$ cat src/rtl/calc_pkg.sv
// Shared types and helpers for the calculator control path.
// Holds the operator and state encodings, BCD nibble check and operator rotation.
package calc_pkg;

  typedef enum logic [1:0] {
    OP_ADD = 2'd0,
    OP_SUB = 2'd1,
    OP_MUL = 2'd2,
    OP_DIV = 2'd3
  } op_t;

  typedef enum logic [2:0] {
    ST_ENTER_A = 3'd0,
    ST_ENTER_B = 3'd1,
    ST_EXEC    = 3'd2,
    ST_WAIT    = 3'd3,
    ST_SHOW    = 3'd4,
    ST_ERROR   = 3'd5
  } calc_state_t;

  function automatic logic bcd_nibble_valid(input logic [3:0] nib);
    return (nib <= 4'd9);
  endfunction

  // ADD -> SUB -> MUL -> DIV -> ADD; the 2-bit add wraps naturally
  function automatic op_t op_cycle(input op_t cur);
    logic [1:0] val;
    val = cur;
    return op_t'(val + 2'd1);
  endfunction

endpackage

$ cat src/rtl/btn_release_detect.sv
// Falling-edge (release) detector for one debounced button level.
// The pulse is combinational from the stored previous sample and the live level.
module btn_release_detect (
  input  logic clk,
  input  logic rst,
  input  logic level,
  output logic pulse
);

  logic prev_r;

  // Previous-sample register
  always_ff @(posedge clk) begin
    if (rst) begin
      prev_r <= 1'b0;
    end else begin
      prev_r <= level;
    end
  end

  assign pulse = prev_r & ~level;

endmodule

$ cat src/rtl/calc_sequencer.sv
// Calculator control FSM: operand entry, operator selection, ALU launch and display mux.
// All state lives in *_r registers; next values are computed in one combinational block.
module calc_sequencer
  import calc_pkg::*;
#(
  parameter int WIDTH       = 16,
  parameter int ALU_TIMEOUT = 255
) (
  input  logic             clk,
  input  logic             rst,
  input  logic             is_dec,
  input  logic [WIDTH-1:0] sw,
  input  logic             btn_enter,
  input  logic             btn_op,
  input  logic             btn_clear,
  input  logic             alu_done,
  input  logic             alu_err,
  input  logic [WIDTH-1:0] alu_result,
  output logic             alu_start,
  output logic [WIDTH-1:0] operand_a,
  output logic [WIDTH-1:0] operand_b,
  output logic [1:0]       op,
  output logic             mode_dec,
  output logic [WIDTH-1:0] disp_value,
  output logic             err,
  output logic [2:0]       state_dbg
);

  localparam int CNT_W = (ALU_TIMEOUT > 2) ? $clog2(ALU_TIMEOUT) : 1;
  localparam logic [CNT_W-1:0] CNT_LAST = CNT_W'(ALU_TIMEOUT - 1);

  calc_state_t      state_r, state_nxt_s;
  op_t              op_r, op_nxt_s;
  logic [WIDTH-1:0] operand_a_r, operand_a_nxt_s;
  logic [WIDTH-1:0] operand_b_r, operand_b_nxt_s;
  logic [WIDTH-1:0] result_r, result_nxt_s;
  logic [CNT_W-1:0] cnt_r, cnt_nxt_s;
  logic             mode_dec_r, mode_dec_nxt_s;
  logic             err_r, err_nxt_s;
  logic             alu_start_r;
  logic             enter_ev_s, op_ev_s, clear_ev_s;
  logic             sw_bcd_s, sw_valid_s;

  btn_release_detect u_rel_enter (.clk(clk), .rst(rst), .level(btn_enter), .pulse(enter_ev_s));
  btn_release_detect u_rel_op    (.clk(clk), .rst(rst), .level(btn_op),    .pulse(op_ev_s));
  btn_release_detect u_rel_clear (.clk(clk), .rst(rst), .level(btn_clear), .pulse(clear_ev_s));

  // Switch word is acceptable in hex mode, or when every nibble is a BCD digit
  always_comb begin
    sw_bcd_s = 1'b1;
    for (int i = 0; i < WIDTH / 4; i++) begin
      sw_bcd_s = sw_bcd_s & bcd_nibble_valid(sw[4*i +: 4]);
    end
  end

  assign sw_valid_s = ~is_dec | sw_bcd_s;

  // Next-state and next-register computation
  always_comb begin
    state_nxt_s     = state_r;
    op_nxt_s        = op_r;
    operand_a_nxt_s = operand_a_r;
    operand_b_nxt_s = operand_b_r;
    result_nxt_s    = result_r;
    cnt_nxt_s       = cnt_r;
    mode_dec_nxt_s  = mode_dec_r;
    err_nxt_s       = err_r;
    if (clear_ev_s) begin
      state_nxt_s     = ST_ENTER_A;
      op_nxt_s        = OP_ADD;
      operand_a_nxt_s = '0;
      operand_b_nxt_s = '0;
      err_nxt_s       = 1'b0;
    end else begin
      case (state_r)
        ST_ENTER_A, ST_ENTER_B: begin
          if (op_ev_s) begin
            op_nxt_s = op_cycle(op_r);
          end else begin
            op_nxt_s = op_r;
          end
          if (enter_ev_s && sw_valid_s) begin
            err_nxt_s = 1'b0;
            if (state_r == ST_ENTER_A) begin
              operand_a_nxt_s = sw;
              state_nxt_s     = ST_ENTER_B;
            end else begin
              operand_b_nxt_s = sw;
              state_nxt_s     = ST_EXEC;
            end
          end else if (enter_ev_s) begin
            err_nxt_s = 1'b1;
          end else begin
            err_nxt_s = err_r;
          end
        end
        ST_EXEC: begin
          mode_dec_nxt_s = is_dec;
          cnt_nxt_s      = '0;
          state_nxt_s    = ST_WAIT;
        end
        ST_WAIT: begin
          cnt_nxt_s = cnt_r + CNT_W'(1);
          // A completion in the same cycle as the timeout takes precedence
          if (alu_done) begin
            result_nxt_s = alu_result;
            if (alu_err) begin
              state_nxt_s = ST_ERROR;
              err_nxt_s   = 1'b1;
            end else begin
              state_nxt_s = ST_SHOW;
            end
          end else if (cnt_r == CNT_LAST) begin
            state_nxt_s = ST_ERROR;
            err_nxt_s   = 1'b1;
          end else begin
            state_nxt_s = ST_WAIT;
          end
        end
        ST_SHOW: begin
          if (op_ev_s) begin
            op_nxt_s = op_cycle(op_r);
          end else begin
            op_nxt_s = op_r;
          end
          // Chain the previous result into A when the user continues
          if ((enter_ev_s && sw_valid_s) || op_ev_s) begin
            operand_a_nxt_s = result_r;
            state_nxt_s     = ST_ENTER_B;
          end else begin
            operand_a_nxt_s = operand_a_r;
          end
          if (enter_ev_s) begin
            err_nxt_s = ~sw_valid_s;
          end else begin
            err_nxt_s = err_r;
          end
        end
        ST_ERROR: begin
          if (enter_ev_s) begin
            state_nxt_s     = ST_ENTER_A;
            operand_a_nxt_s = '0;
            operand_b_nxt_s = '0;
            err_nxt_s       = 1'b0;
          end else begin
            err_nxt_s = 1'b1;
          end
        end
        default: begin
          state_nxt_s = ST_ENTER_A;
        end
      endcase
    end
  end

  // State and datapath registers
  always_ff @(posedge clk) begin
    if (rst) begin
      state_r     <= ST_ENTER_A;
      op_r        <= OP_ADD;
      operand_a_r <= '0;
      operand_b_r <= '0;
      result_r    <= '0;
      cnt_r       <= '0;
      mode_dec_r  <= 1'b1;
      err_r       <= 1'b0;
      alu_start_r <= 1'b0;
    end else begin
      state_r     <= state_nxt_s;
      op_r        <= op_nxt_s;
      operand_a_r <= operand_a_nxt_s;
      operand_b_r <= operand_b_nxt_s;
      result_r    <= result_nxt_s;
      cnt_r       <= cnt_nxt_s;
      mode_dec_r  <= mode_dec_nxt_s;
      err_r       <= err_nxt_s;
      alu_start_r <= (state_nxt_s == ST_EXEC);
    end
  end

  // Display mux; live switches are shown while no result is pending
  always_comb begin
    case (state_r)
      ST_SHOW:  disp_value = result_r;
      ST_ERROR: disp_value = '0;
      default:  disp_value = sw;
    endcase
  end

  assign alu_start = alu_start_r;
  assign operand_a = operand_a_r;
  assign operand_b = operand_b_r;
  assign op        = op_r;
  assign mode_dec  = mode_dec_r;
  assign err       = err_r;
  assign state_dbg = state_r;

endmodule

$ cat config.mk
export PLATFORM = sky130hd
export DESIGN_NAME = calc_sequencer
export DESIGN_NICKNAME = d
export VERILOG_FILES = /design/src/rtl/calc_pkg.sv /design/src/rtl/btn_release_detect.sv /design/src/rtl/calc_sequencer.sv
export SDC_FILE = /design/constraint.sdc
export NUM_CORES = 1
export LEC_CHECK = 0
export CORE_MARGIN = 1
export CORE_UTILIZATION = 30
export DETAILED_ROUTE_END_ITERATION = 12
export HOLD_SLACK_MARGIN = 0.05
export RECOVER_POWER = 25
export SETUP_SLACK_MARGIN = 0.2
export SYNTH_ARGS = -nofsm -noshare
export SYNTH_HDL_FRONTEND = slang
export SYNTH_HIERARCHICAL = 1
export SYNTH_SLANG_ARGS = --single-unit
export TNS_END_PERCENT = 50
$ cat constraint.sdc
create_clock -name clk -period 2.5 [get_ports clk]
set_clock_uncertainty 0.2 [all_clocks]
set_input_delay 0.5 -clock clk [delete_from_list [all_inputs] [get_ports clk]]
set_output_delay 0.5 -clock clk [all_outputs]
set_load 0.02 [all_outputs]
==> tab_implementation.tex <==
\begin{tabular}{lr}
\hline
Metric & Value \\
\hline
\multicolumn{2}{l}{\textbf{Timing}} \\
\quad Setup repair after global routing missed its margin & true \\
\quad Count of endpoints failing hold in the final timing report & 0 \\
\quad Total setup violations reported at the end of the flow & 0 \\
\quad Worst Setup Slack, final & 0.2009 ns \\
\quad Minimum period implied by the final worst setup slack & around 2.3 ns \\
\quad Max Slew Vio Count & 0 \\
\quad Post-route fraction of the period consumed by the critical path & 0.9196 \\
\quad Highest Clock Rate & 435.0 MHz \\
\quad Slew of the pin with the lowest slew margin & $\sim$1.2 ns \\
\quad Normalized max-slew margin & 0.2332 \\
\multicolumn{2}{l}{\textbf{Setup path}} \\
\quad R2R depth & 6 \\
\quad Cells along the critical path & clkdlybuf4s50\_1 > nor2b\_1 > clkbuf\_4 > nor3b\_1 > nand3\_1 > buf\_4 > nand2\_1 > a21oi\_1 \\
\quad Worst reg2reg setup slack & around 0.38 ns \\
\quad WP depth & 8 \\
\quad End point of the critical path & result\_r[1]\$\_SDFFE\_PP0P\_ \\
\quad Data arrival at the endpoint of the critical path & 2.27 ns \\
\quad Worst path bufs/invs & 3 \\
\quad Setup crit start & btn\_clear \\
\quad R2r endpoint & result\_r[1]\$\_SDFFE\_PP0P\_ \\
\quad Reg-to-reg critical path startpoint & state\_dbg[1]\$\_SDFF\_PP0\_ \\
\quad Element type at the critical path end & register \\
\quad Data required time of the worst path & 2.47 ns \\
\quad Crit path launch type & primary input \\
\quad Critical Path Fanout Max & 16 \\
\quad Category of cells accounting for the largest share of critical-path delay & simple AND/OR/NAND/NOR gates \\
\quad Critical path's slowest cell & sky130\_fd\_sc\_hd\_\_nor3b\_1 \\
\quad Delay of the slowest critical-path stage & 0.56 ns \\
\quad Worst Setup Path Type & in2reg \\
\multicolumn{2}{l}{\textbf{Clocking}} \\
\quad Clock Sink Count & 67 \\
\quad Clock transition time at the flip-flop clock pins of the worst setup and hold paths & 0.07 ns \\
\quad Worst-skew pair later-pin latency & 0.35 ns \\
\quad TritonCTS clock tree & yes \\
\quad Number of hold-repair buffers added at the cts stage & 0 \\
\quad Maximum count of clock buffers along a single path & 2 \\
\quad Clock buffer count from CTS & 9 \\
\quad Number of H-tree branching levels & 3 \\
\quad Root buffer selected by CTS & sky130\_fd\_sc\_hd\_\_clkbuf\_8 \\
\multicolumn{2}{l}{\textbf{Place}} \\
\quad Port-buffer cells & 95 \\
\quad Placed cells & 572 \\
\quad Placed standard-cell area & 4309 um\^{}2 \\
\quad Post-detailed-placement half-perimeter wirelength & 6129 um \\
\quad Worst slack at placement & -0.07232 ns \\
\quad Placer's final routability congestion estimate & 0.8367 \\
\multicolumn{2}{l}{\textbf{Synthesis}} \\
\quad Top FF cell, synth & sky130\_fd\_sc\_hd\_\_dfxtp\_1 \\
\quad Sequential element share of the synthesized area & 0.4417 \\
\quad Adder and majority gate portion of the synthesized area & 0.008241 \\
\quad Multiplexer area fraction after synthesis & 0.1170 \\
\quad Syn nets & 379 \\
\quad Dominant combinational cell family by area after synthesis & simple AND/OR/NAND/NOR gates \\
\quad Post-Synth Simple-Gate Area & 0.2303 \\
\quad Fraction of synthesized cell area in xor and xnor cells & 0.02307 \\
\quad Post-Syn Instances & 337 \\
\quad Average size of a mapped cell & 9.011 um\^{}2 \\
\quad Compound-Gate Fraction of Synth Area & 0.1368 \\
\quad FFs w/ async S/R, synth & 0 \\
\quad Number of warning messages in the yosys log & 6 \\
\quad Post-synth EDFFs & 0 \\
\quad Number of different library cells in the post-synthesis netlist & 46 \\
\quad Total standard cell area after synthesis & 3037 um\^{}2 \\
\quad Number of flip-flops and latches in the synthesized netlist & 67 \\
\multicolumn{2}{l}{\textbf{Die}} \\
\quad Starting Density & 0.3107 \\
\quad Site row count & 36 \\
\quad Die height & 102.6 um \\
\quad Top Ports & 96 \\
\quad Floorplan die width & between 100 and 150 um \\
\quad Core Region & 9774 um\^{}2 \\
\quad Total Die Area & about 11000 um\^{}2 \\
\multicolumn{2}{l}{\textbf{Routing}} \\
\quad Via/cell ratio & 4.576 \\
\quad Average wire per standard cell & 14.21 um \\
\quad Total length of routed wires & 8384 um \\
\quad 1st-pass router iterations & 4 \\
\quad Total number of vias & 2700 \\
\quad ANT nets after route & 0 \\
\quad Iteration-0 DRC Markers & 62 \\
\quad Drc violations & 0 \\
\multicolumn{2}{l}{\textbf{Power}} \\
\quad Total power per unit cell area & 532.8 nW/um\^{}2 \\
\quad Largest voltage drop on the vdd net & 235.2 uV \\
\quad Static leakage & 1.746 nW \\
\quad Overall Power & between 2 and 2.5 mW \\
\multicolumn{2}{l}{\textbf{Finish}} \\
\quad Cell area after layout & 4551 um\^{}2 \\
\quad Layout net count & 494 \\
\quad Post-route insts no fill & 590 \\
\quad Layout area overhead & 49.86\% \\
\quad Ratio of cells with drive above 1 in the final layout & 0.2013 \\
\quad \# diodes & 0 \\
\multicolumn{2}{l}{\textbf{Global routing}} \\
\quad Wire length of the first global-routing pass & approximately 13000 um \\
\quad Overflow left after global routing & 0 \\
\quad Number of antenna violations at the first check in global routing & 0 \\
\quad Via count of the first global-routing pass & 2659 \\
\quad GRT Overall Usage & 0.1656 \\
\quad Pin count of the biggest net entering global routing & 35 \\
\multicolumn{2}{l}{\textbf{Outcome}} \\
\quad Result of the run & complete, no violations \\
\multicolumn{2}{l}{\textbf{Worst hold path}} \\
\quad Worst min path class & reg2reg \\
\multicolumn{2}{l}{\textbf{Run}} \\
\quad Max Cap Violations & 0 \\
\hline
\end{tabular}
## layout make-up
cell class | count | area, um^2
fill | 998 | 5224
clock inverter | 6 | 88.84
tap | 133 | 166.4
inverter | 4 | 15.01
multi-input combinational | 246 | 1600
clock buffer | 10 | 137.6
timing repair buffer | 124 | 1200
sequential | 67 | 1343
## state kept, by name, indices dropped and copies added, names as in the netlist
name	flops
u_rel_enter/prev_r	1
operand_b	16
state_dbg	3
err	1
u_rel_op/prev_r	1
operand_a	16
result_r	16
u_rel_clear/prev_r	1
cnt_r	8
mode_dec	1
op	2
alu_start	1
## metrics by stage
step	TNS, ns	hold slack (ns)	utilization
2_1_floorplan	0	0.2318	-
3_3_place_gp	-0.1192	0.2401	0.4409
3_5_place_dp	-0.1375	0.2447	0.4409
4_1_cts	0	0.2549	0.4642
5_1_grt	0	0.2650	0.4656
6_report	0	0.2520	0.4656
## what timing repair did
item	in CTS	in global routing
endpoints found under the hold margin	0	0
gates cloned	0	1
resized for setup	55	38
buffers inserted	1	0
setup endpoints to repair	16	17
## metal layers
metal,wire [um],vias up,GRT usage
met5,0,-,0
met4,274,0,0.09011
met1,4001,1237,0.2170
li1,-,1372,-
met2,3692,74,0.2538
met3,415,17,0.03525
## worst register-to-register path: stages (launching register included)
cell	delay, ns
sky130_fd_sc_hd__dfxtp_1	0.38
sky130_fd_sc_hd__buf_4	0.23
sky130_fd_sc_hd__nor3b_1	0.60
sky130_fd_sc_hd__nand3_1	0.17
sky130_fd_sc_hd__buf_4	0.23
sky130_fd_sc_hd__nand2_1	0.08
sky130_fd_sc_hd__a21oi_1	0.06
## cells by family (layout without fill, tap and decap cells)
kind of cell             after synthesis  in the layout
AO/OA/AOI/OAI                         57             57
flip-flops                            67             67
adder cells (fa/ha/maj)                2              2
buffers and inverters                 24            144
AND/OR/NAND/NOR                      146            146
XOR/XNOR                               8              8
multiplexers                          33             33
## placed cells by master, fill, tap and decap left out, types with 4 or more instances in the layout
cell type,n
sky130_fd_sc_hd__a21oi_1,22
sky130_fd_sc_hd__nand2_1,75
sky130_fd_sc_hd__dfxtp_1,66
sky130_fd_sc_hd__mux2i_1,16
sky130_fd_sc_hd__buf_2,4
sky130_fd_sc_hd__clkbuf_8,10
sky130_fd_sc_hd__mux2_2,8
sky130_fd_sc_hd__a22o_1,16
sky130_fd_sc_hd__nand3_1,5
sky130_fd_sc_hd__xor2_1,5
sky130_fd_sc_hd__nand4_1,5
sky130_fd_sc_hd__mux2_4,9
sky130_fd_sc_hd__inv_1,4
sky130_fd_sc_hd__o21ai_0,4
sky130_fd_sc_hd__buf_6,4
sky130_fd_sc_hd__clkdlybuf4s50_1,62
sky130_fd_sc_hd__buf_4,28
sky130_fd_sc_hd__dlygate4sd3_1,16
sky130_fd_sc_hd__buf_12,5
sky130_fd_sc_hd__nor2b_1,22
sky130_fd_sc_hd__nor2_1,17
## power breakdown
part / switching [mW] / internal [mW]
combinational: 0.151 / 0.161
clock: 0.437 / 0.588
sequential: 0.00653 / 1.08
total: 0.595 / 1.83
## synth_stat cells (2+ instances only)
cell / instances / area [um^2]
sky130_fd_sc_hd__inv_1: 4 / 15.01
sky130_fd_sc_hd__nor2b_1: 23 / 143.9
sky130_fd_sc_hd__a21oi_2: 2 / 17.52
sky130_fd_sc_hd__a22o_1: 16 / 140.1
sky130_fd_sc_hd__nand4_1: 5 / 31.28
sky130_fd_sc_hd__o21ai_0: 3 / 15.01
sky130_fd_sc_hd__xor2_1: 5 / 43.79
sky130_fd_sc_hd__buf_2: 11 / 55.05
sky130_fd_sc_hd__dfxtp_1: 67 / 1341
sky130_fd_sc_hd__nand2_1: 75 / 281.5
sky130_fd_sc_hd__nor2b_2: 3 / 26.28
sky130_fd_sc_hd__a21oi_1: 22 / 110.1
sky130_fd_sc_hd__clkbuf_1: 4 / 15.01
sky130_fd_sc_hd__nor3_1: 3 / 15.01
sky130_fd_sc_hd__mux2i_1: 16 / 160.2
sky130_fd_sc_hd__buf_4: 4 / 30.03
sky130_fd_sc_hd__nand2b_1: 3 / 18.77
sky130_fd_sc_hd__nand3_1: 5 / 25.02
sky130_fd_sc_hd__o211ai_1: 2 / 15.01
sky130_fd_sc_hd__ha_1: 2 / 25.02
sky130_fd_sc_hd__mux2_2: 16 / 180.2
sky130_fd_sc_hd__o21ai_1: 2 / 10.01
sky130_fd_sc_hd__o21ai_2: 2 / 17.52
sky130_fd_sc_hd__nor2_1: 18 / 67.56
sky130_fd_sc_hd__xnor2_1: 3 / 26.28
## worst min-delay path by stage
stage	startpoint	end	cells past startpoint
6_report	result_r[5]$_SDFFE_PP0P_	result_r[5]$_SDFFE_PP0P_	2
4_1_cts	result_r[5]$_SDFFE_PP0P_	result_r[5]$_SDFFE_PP0P_	2
3_5_place_dp	result_r[5]$_SDFFE_PP0P_	result_r[5]$_SDFFE_PP0P_	2
2_1_floorplan	result_r[0]$_SDFFE_PP0P_	result_r[0]$_SDFFE_PP0P_	2
3_3_place_gp	result_r[11]$_SDFFE_PP0P_	result_r[11]$_SDFFE_PP0P_	2
5_1_grt	result_r[5]$_SDFFE_PP0P_	result_r[5]$_SDFFE_PP0P_	2
(Power assumes the default switching activity.)
